$ cat config.mk
export PLATFORM = sky130hd
export DESIGN_NAME = delay_timer_monitor_flat
export DESIGN_NICKNAME = d
export VERILOG_FILES = /design/src/rtl/delay_timer_monitor_if.sv /design/src/rtl/delay_timer_monitor.sv /design/src/flat_wrapper.sv
export SDC_FILE = /design/constraint.sdc
export NUM_CORES = 1
export LEC_CHECK = 0
export CAP_MARGIN = 15
export CORE_UTILIZATION = 54
export CTS_CLUSTER_SIZE = 10
export DETAILED_ROUTE_END_ITERATION = 10
export PLACE_DENSITY = 0.83
export SYNTH_ARGS = -nofsm -noshare
export SYNTH_HDL_FRONTEND = slang
export SYNTH_SLANG_ARGS = --single-unit
export TNS_END_PERCENT = 100
$ cat constraint.sdc
create_clock -name clk -period 2.65 [get_ports clk]
set_input_delay 0.53 -clock clk [delete_from_list [all_inputs] [get_ports clk]]
set_output_delay 0.53 -clock clk [all_outputs]
set_load 0.02 [all_outputs]
$ cat src/rtl/delay_timer_monitor_if.sv
// rtl/delay_timer_monitor_if.sv - Control and result signals between test logic and the delay timer monitor.
interface delay_timer_monitor_if #(
  parameter int unsigned CNT_W = 8
) ();
  logic             arm;
  logic             trig_edge_sel;
  logic             trigger;
  logic             delay_in;
  logic             busy;
  logic             meas_valid;
  logic [CNT_W-1:0] lead_cnt;
  logic [CNT_W-1:0] width_cnt;
  logic             edge_pol;
  logic             timeout;

  modport master (
    output arm, trig_edge_sel, trigger, delay_in,
    input  busy, meas_valid, lead_cnt, width_cnt, edge_pol, timeout
  );

  modport slave (
    input  arm, trig_edge_sel, trigger, delay_in,
    output busy, meas_valid, lead_cnt, width_cnt, edge_pol, timeout
  );
endinterface

$ cat src/rtl/delay_timer_monitor.sv
// rtl/delay_timer_monitor.sv - Measures trigger-to-output lead time and following pulse width of the delay timer.
module delay_timer_monitor #(
  parameter int unsigned      CNT_W   = 8,
  parameter logic [CNT_W-1:0] TIMEOUT = 8'hFF
) (
  input logic                  clk,
  input logic                  reset,
  delay_timer_monitor_if.slave mon
);

  typedef enum logic [2:0] {
    S_IDLE,
    S_ARMED,
    S_LEAD,
    S_WIDTH,
    S_DONE
  } state_t;

  state_t           state_q, state_d;
  logic             trig_s1, trig_s2, dly_s1, dly_s2;
  logic             sel_q, sel_d;
  logic [CNT_W-1:0] cnt_q, cnt_d;
  logic [CNT_W-1:0] lead_q, lead_d;
  logic [CNT_W-1:0] width_q, width_d;
  logic             pol_q, pol_d;
  logic             tmo_q, tmo_d;
  logic             busy_q, valid_q;

  logic             trig_rise, trig_fall, dly_rise, dly_fall;
  logic             trig_hit, dly_hit, close_hit;
  logic [CNT_W-1:0] elapsed;

  // Two-flop synchronisers; both inputs share the same latency so edge spacing is preserved.
  always_ff @(posedge clk) begin
    if (reset) begin
      trig_s1 <= 1'b0;
      trig_s2 <= 1'b0;
      dly_s1  <= 1'b0;
      dly_s2  <= 1'b0;
    end else begin
      trig_s1 <= mon.trigger;
      trig_s2 <= trig_s1;
      dly_s1  <= mon.delay_in;
      dly_s2  <= dly_s1;
    end
  end

  assign trig_rise = trig_s1 & ~trig_s2;
  assign trig_fall = ~trig_s1 & trig_s2;
  assign dly_rise  = dly_s1 & ~dly_s2;
  assign dly_fall  = ~dly_s1 & dly_s2;
  assign trig_hit  = sel_q ? trig_fall : trig_rise;
  assign dly_hit   = dly_rise | dly_fall;
  // The closing edge is the opposite polarity of the one that opened the pulse.
  assign close_hit = pol_q ? dly_fall : dly_rise;
  // Counter holds elapsed-minus-one, so the cycle right after an edge already counts as 1.
  assign elapsed   = cnt_q + CNT_W'(1);

  // State register plus measurement datapath.
  always_ff @(posedge clk) begin
    if (reset) begin
      state_q <= S_IDLE;
      sel_q   <= 1'b0;
      cnt_q   <= '0;
      lead_q  <= '0;
      width_q <= '0;
      pol_q   <= 1'b0;
      tmo_q   <= 1'b0;
      busy_q  <= 1'b0;
      valid_q <= 1'b0;
    end else begin
      state_q <= state_d;
      sel_q   <= sel_d;
      cnt_q   <= cnt_d;
      lead_q  <= lead_d;
      width_q <= width_d;
      pol_q   <= pol_d;
      tmo_q   <= tmo_d;
      busy_q  <= (state_d == S_ARMED) || (state_d == S_LEAD) || (state_d == S_WIDTH);
      valid_q <= (state_d == S_DONE);
    end
  end

  // Next-state and next-result logic for the measurement sequence.
  always_comb begin
    state_d = state_q;
    sel_d   = sel_q;
    cnt_d   = cnt_q;
    lead_d  = lead_q;
    width_d = width_q;
    pol_d   = pol_q;
    tmo_d   = tmo_q;
    case (state_q)
      S_IDLE: begin
        if (mon.arm) begin
          sel_d   = mon.trig_edge_sel;
          cnt_d   = '0;
          lead_d  = '0;
          width_d = '0;
          pol_d   = 1'b0;
          tmo_d   = 1'b0;
          state_d = S_ARMED;
        end
      end
      S_ARMED: begin
        if (trig_hit) begin
          cnt_d = '0;
          if (dly_hit) begin
            lead_d  = '0;
            pol_d   = dly_s1;
            state_d = S_WIDTH;
          end else begin
            state_d = S_LEAD;
          end
        end
      end
      S_LEAD: begin
        if (dly_hit) begin
          lead_d  = elapsed;
          pol_d   = dly_s1;
          cnt_d   = '0;
          state_d = S_WIDTH;
        end else if (elapsed == TIMEOUT) begin
          lead_d  = TIMEOUT;
          tmo_d   = 1'b1;
          state_d = S_DONE;
        end else begin
          cnt_d = elapsed;
        end
      end
      S_WIDTH: begin
        if (close_hit) begin
          width_d = elapsed;
          state_d = S_DONE;
        end else if (elapsed == TIMEOUT) begin
          width_d = TIMEOUT;
          tmo_d   = 1'b1;
          state_d = S_DONE;
        end else begin
          cnt_d = elapsed;
        end
      end
      S_DONE: begin
        state_d = S_IDLE;
      end
      default: begin
        state_d = S_IDLE;
      end
    endcase
  end

  assign mon.busy       = busy_q;
  assign mon.meas_valid = valid_q;
  assign mon.lead_cnt   = lead_q;
  assign mon.width_cnt  = width_q;
  assign mon.edge_pol   = pol_q;
  assign mon.timeout    = tmo_q;

endmodule
$ cat src/flat_wrapper.sv
// flat-port wrapper written by rule: the top's interface ports become plain ports
module delay_timer_monitor_flat 
#(
  parameter int unsigned      CNT_W   = 8,
  parameter logic [CNT_W-1:0] TIMEOUT = 8'hFF
)
  (clk, reset, mon_arm, mon_trig_edge_sel, mon_trigger, mon_delay_in, mon_busy, mon_meas_valid, mon_lead_cnt, mon_width_cnt, mon_edge_pol, mon_timeout);
  delay_timer_monitor_if #(.CNT_W(CNT_W)) mon_i ();
  input logic clk;
  input logic reset;
  input wire logic [$bits(mon_i.arm)-1:0] mon_arm;
  input wire logic [$bits(mon_i.trig_edge_sel)-1:0] mon_trig_edge_sel;
  input wire logic [$bits(mon_i.trigger)-1:0] mon_trigger;
  input wire logic [$bits(mon_i.delay_in)-1:0] mon_delay_in;
  output wire logic [$bits(mon_i.busy)-1:0] mon_busy;
  output wire logic [$bits(mon_i.meas_valid)-1:0] mon_meas_valid;
  output wire logic [$bits(mon_i.lead_cnt)-1:0] mon_lead_cnt;
  output wire logic [$bits(mon_i.width_cnt)-1:0] mon_width_cnt;
  output wire logic [$bits(mon_i.edge_pol)-1:0] mon_edge_pol;
  output wire logic [$bits(mon_i.timeout)-1:0] mon_timeout;
  assign mon_i.arm = mon_arm;
  assign mon_i.trig_edge_sel = mon_trig_edge_sel;
  assign mon_i.trigger = mon_trigger;
  assign mon_i.delay_in = mon_delay_in;
  assign mon_busy = mon_i.busy;
  assign mon_meas_valid = mon_i.meas_valid;
  assign mon_lead_cnt = mon_i.lead_cnt;
  assign mon_width_cnt = mon_i.width_cnt;
  assign mon_edge_pol = mon_i.edge_pol;
  assign mon_timeout = mon_i.timeout;
  delay_timer_monitor #(.CNT_W(CNT_W), .TIMEOUT(TIMEOUT)) u_core (.clk(clk), .reset(reset), .mon(mon_i));
endmodule
# Word-level counts from Yosys, hierarchy flattened
# Index checks and enable logic that the tools add are counted.
[word_totals]
register_bits = 36
input_bits = 6
[classes]
reduce_logical = 13
bitwise = 9
n_mux = 30
add_sub_neg = 1
n_eq_ne = 15
[ops]
columns = ["operator", "n"]
rows = [
  ["$mux 8", 10],
  ["$pmux 8 s4", 1],
  ["$pmux 8 s3", 1],
  ["$pmux 8 s2", 1],
  ["$mux 3", 5],
  ["$eq 3x2->1 const B", 4],
  ["$pmux 3 s4", 1],
  ["$mux 1", 9],
  ["$add 8x1->8 const B", 1],
  ["$eq 8x8->1 const B", 1],
  ["$reduce_and 4->1", 2],
  ["$eq 3x1->1 const B", 2],
  ["$ne 2x2->1 const B", 3],
  ["$ne 3x1->1 const B", 2],
  ["$pmux 1 s3", 2],
  ["$reduce_and 3->1", 2],
  ["$reduce_bool 3->1", 2],
  ["$reduce_and 5->1", 1],
  ["$and 1x1->1", 4],
  ["$ne 2x1->1 const B", 2],
  ["$not 1->1", 4],
  ["$reduce_bool 4->1", 1],
  ["$eq 3x3->1 const B", 1],
  ["$logic_not 3->1", 1],
  ["4 further kinds", 5],
]

# Depth between registers and ports, before layout
[logic_depth]
depth_word = 9
ltp_mapped = 9
ltp_nobuf = 8

# Least setup slack after synthesis
# Ideal clock, no wire load.
[synth_timing]
path_type = "register -> register"
start = "register u_core.cnt_q[0]"
end = "register u_core.cnt_q[7]"
slack_ns = 0.482
n_path_buf = 1
stages_incl_launch_ff = 9
setup_time_ns = 0.154
t_required_ns = 2.496
arrival_ns = 2.013
cell_sequence = "dfxtp_1 > ha_1 > clkbuf_1 > nand2_1 > o31a_1 > o22ai_1 > nor3b_1 > o21ba_2 > a311oi_1"
[synth_between]
elab_chain_len = 5
elab_cells_between_ends = 6
classes_between = "1 x add/sub; 1 x eq/ne; 4 x mux"
[synth_rtl]
columns = ["element", "line", "rtl"]
rows = [
  ["start, declared", "delay_timer_monitor.sv:22", "logic [CNT_W-1:0] cnt_q, cnt_d;"],
  ["start signal, assigned", "delay_timer_monitor.sv:74", "cnt_q <= cnt_d;"],
  ["$add 8x1->8 (*)", "delay_timer_monitor.sv:57", "assign elapsed = cnt_q + CNT_W'(1);"],
  ["$eq 8x8->1", "delay_timer_monitor.sv:123, delay_timer_monitor.sv:135", ""],
  ["$mux 8 (*)", "delay_timer_monitor.sv:123, delay_timer_monitor.sv:135", ""],
  ["$mux 8 (on tied branches)", "delay_timer_monitor.sv:132, delay_timer_monitor.sv:118", ""],
  ["$pmux 8 s4 (*)", "delay_timer_monitor.sv:93", "case (state_q)"],
]
# Mark *: on every way between the ends. The rest lies on a longest branch, timed or not. The select of a mux whose other input is x is not followed.
# A chain may end at the register's enable or synchronous reset.

# Worst setup path after layout
[layout_timing]
start = "register u_core.cnt_q[0]"
end = "register u_core.lead_q[3], in the netlist u_core.mon.lead_cnt[3]"
[layout_between]
elab_chain_len = 4
elab_cells_between_ends = 6
classes_between = "1 x add/sub; 2 x eq/ne; 2 x mux; 1 x reduce/logical"
[layout_rtl]
columns = ["element", "line", "rtl"]
rows = [
  ["$add 8x1->8 (*)", "delay_timer_monitor.sv:57", ""],
  ["$eq 8x8->1", "delay_timer_monitor.sv:123", "end else if (elapsed == TIMEOUT) begin"],
  ["$ne 3x1->1 (no line)", "-", ""],
  ["$reduce_and 5->1 (no line)", "-", ""],
  ["end signal, assigned", "delay_timer_monitor.sv:75", "lead_q <= lead_d;"],
  ["end, declared", "delay_timer_monitor.sv:23", "logic [CNT_W-1:0] lead_q, lead_d;"],
]
# Mark *: on every way between the ends. The rest lies on a longest branch, timed or not.

==> results.md <==
- Status: finished clean
- Hold-fix buffers at CTS: 0
- Pre-CTS setup slack: 0.2063 ns
- First-pass GRT wire length: 6492 um
- Post-CTS setup repair buffer count: 0
- Worst-Margin Slew: 0.6080 ns
- DRT antenna net count: 0
- Synthesized flop and latch total: 36
- Resize count post-CTS: 0
- Setup crit end kind: flop
- Initial Utilization: 59.13%
- Layout overhead on the synthesized area: 19.53%
- R2R setup slack: 0.31 ns
- Fillers: 268
- RR Startpoint: u_core.cnt_q[0]
- Count of cell types in the netlist: 49
- Largest net degree at the start of global routing: 20
- Clk slew on worst S/H paths: 0.11 ns
- CP Capture Point: u_core.mon.lead_cnt[3]
- Mean Syn Cell Area: 8.474 um^2
- Port Buffers: 25
- Final Slew Violations: 0
- Clock sink count: 36
- Tot GR Track Use: 24.32%
- Syn Nets: 230
- # setup viols final: 0
- CP Data Required Time: 2.88 ns
- Via/cell ratio: 5.667
- Die area: 3691 um^2
- Main synth FF type: dfxtp_1
- Shortest period the worst path allows: 2.335 ns
- FF/Latch Area: 720.7 um^2
- Clk buf depth: 2
- Critical Path Max Stage Delay: 0.54 ns
- Routed wire per std cell: 13.81 um
- CTS tree: yes
- Highest clock rate: 0.4282 GHz
- Gr ovfl total: 0
- Mapped Cells: 220
- Setup TNS: 0 ns
- Core area: 3153 um^2
- Dpl hpwl: 3028 um
- Crit-path slowest cell: or4_4
- Area of the mapped netlist: 1864 um^2
- Nets@finish: 256
- Crit path launch type: flop
- Multi-input gate area: 1062 um^2
- Crit Path Class: flop to flop
- Worst min path class: flop to flop
- Clk network pwr share: 27.0%
- Post-route DRC: 0
- Combinational power share: 21.4%
- Worst vdd ir: 0.3654 mV
- Crit path cell chain: nand2_1 > or4_4 > a211oi_4 > nand2_1 > o22a_1 > mux2i_1
- Worst-skew pair later-pin latency: 0.36 ns
- Power per cell area: 520.2 nW/um^2
- Share of cells above drive strength 1: 9.312%
- Die X: 60.76 um
- Io pins: 26
- Most common cell on crit path: nand2_1
- Drt pass-1 iters: 4
- Tcrit/Tclk final: 88.12%
- Hold Path Cell Cnt: 1
- Via count: 1649
- Setup Skew: 0.01403 ns
- Post-synthesis async set-or-reset flop share: 0%
- H-Tree Depth: 2
- R2r worst-path depth: 6
- Number of synthesized flops with an enable pin: 0
- Final Hold Fails: 0
- NetSw: 365.5 uW
- Switching share of power: 31.53%
- Worst EP arrival: 2.56 ns
- Sequential power share: 51.7%
- Ant diodes: 0
- Initial antenna violation count: 0
- Max_cap viols: 0
- Die height: 60.76 um
- DRT Wirelength: 4020 um
- Iteration-0 DRC count of the detailed router: 57
- Hold WS: 0.4840 ns
- Number of global-route vias before repair: 1434
- Internal power: 793.7 uW
- RePlAce Congestion: 0.9193
- RSZ-0062 raised after global routing: no
- Worst slew margin: 59.12%
- Final setup margin: 0.3148 ns
- Crit Reg-Reg Endpoint: u_core.mon.lead_cnt[3]
- Row cnt: 20
- Worst-path fanout max: 8
- Warnings, synthesis: 0
- Leak: 0.0008187 uW
- Clock root buffer: clkbuf_4
- Worst Setup SP: u_core.cnt_q[0]
- CTS Buf Count: 5
- Seq/Total Area, Yosys: 38.66%
-- through the flow --
| stage | cell area (um^2) | std cells | utilization [%] | total power, uW |
|---|---|---|---|---|
| after floorplan | 1864 | 220 | - | 789.6 |
| after global placement | 2167 | 283 | 68.73 | 852.8 |
| after detailed placement | 2167 | 283 | 68.73 | 856.4 |
| after CTS | 2228 | 291 | 70.67 | 1161 |
| after global routing | 2228 | 291 | 70.67 | 1211 |
| final | 2228 | 291 | 70.67 | 1159 |
-- layout make-up --
cell class	instances	share of cell area, %
clock inverter	2	0.4492
multi-input combinational	164	47.67
timing repair buffer	32	13.59
tap	44	2.471
sequential	36	32.34
inverter	7	1.179
clock buffer	6	2.302
-- cell usage in the layout (no fill, tap or decap), types with 2 or more instances in the layout --
cell type | Yosys | final
xnor2_1 | 6 | 6
nor3b_1 | 3 | 3
nor2b_1 | 4 | 4
clkdlybuf4s50_1 | 0 | 25
nor3_1 | 2 | 2
mux2i_1 | 9 | 9
dfxtp_1 | 36 | 36
o31ai_1 | 3 | 3
clkbuf_4 | 0 | 5
o2111ai_1 | 8 | 8
nor2_1 | 23 | 23
buf_4 | 1 | 7
clkinv_2 | 0 | 2
or3_1 | 3 | 3
ha_1 | 4 | 4
a21oi_1 | 16 | 16
and2_1 | 2 | 2
nand3_1 | 2 | 2
o21ai_0 | 14 | 14
a31oi_1 | 2 | 2
nand2_1 | 16 | 16
inv_1 | 7 | 7
o21ai_1 | 8 | 8
nand2b_1 | 10 | 10
xor2_1 | 2 | 2
a211oi_1 | 4 | 4
-- critical path: cells and delay by family (launching register included) --
family	cells	cell delay (ns)
and+or+nand+nor	3	0.82
AOI/OAI and AO/OA	2	0.74
DFF	1	0.48
muxes	1	0.18
-- state kept, by name, summed over array words and instances (netlist names), 3 cells and up --
register	count
u_core.mon.lead_cnt	8
u_core.mon.width_cnt	8
u_core.state_q	3
u_core.cnt_q	8
-- kinds of logic after synthesis --
| family | Yosys count | synth area share [%] |
|---|---|---|
| flops | 36 | 38.66 |
| simple gates | 73 | 20.27 |
| mux | 11 | 6.174 |
| buf+inv | 20 | 4.363 |
| xor+xnor | 8 | 3.759 |
| compound gates | 68 | 24.10 |
| fa+ha+maj | 4 | 2.685 |
-- per-layer routing --
layer  vias up  track usage (%)  routed length [um]
li1        846                -                   -
met1       749            32.04                1936
met2        49            37.21                1802
met3         5            5.544                 221
met4         0            12.99                  61
met5         -                0                   0
-- worst min-delay path by stage --
stage / to / startpoint / slack, ns
CTS: u_core.mon.lead_cnt[5] / u_core.mon.lead_cnt[5] / 0.49
floorplan: u_core.trig_s2 / u_core.trig_s1 / 0.44
finish: u_core.trig_s2 / u_core.trig_s1 / 0.48
global route: u_core.trig_s2 / u_core.trig_s1 / 0.49
global placement: u_core.trig_s2 / u_core.trig_s1 / 0.46
detailed placement: u_core.trig_s2 / u_core.trig_s1 / 0.47
-- cells in the mapped netlist, types with 4 or more instances --
| library cell | number | area share (%) |
|---|---|---|
| nand2_1 | 16 | 3.2 |
| o2111ai_1 | 8 | 3.8 |
| nor2b_1 | 4 | 1.3 |
| clkbuf_1 | 9 | 1.8 |
| inv_1 | 7 | 1.4 |
| xnor2_1 | 6 | 2.8 |
| o21ai_0 | 14 | 3.8 |
| a211oi_1 | 4 | 1.6 |
| mux2i_1 | 9 | 4.8 |
| nor2_1 | 23 | 4.6 |
| a21oi_1 | 16 | 4.3 |
| ha_1 | 4 | 2.7 |
| nand2b_1 | 10 | 3.4 |
| dfxtp_1 | 36 | 39 |
| o21ai_1 | 8 | 2.1 |
-- power by group through the flow --
| stage | combinational (uW) | sequential (uW) | clock, uW |
|---|---|---|---|
| floorplan | 183 | 606 | 0 |
| global placement | 243 | 609 | 0 |
| detailed placement | 246 | 610 | 0 |
| CTS | 247 | 598 | 316 |
| global route | 273 | 604 | 335 |
| finish | 248 | 599 | 313 |
No activity file was read; power rests on OpenSTA's default activity.
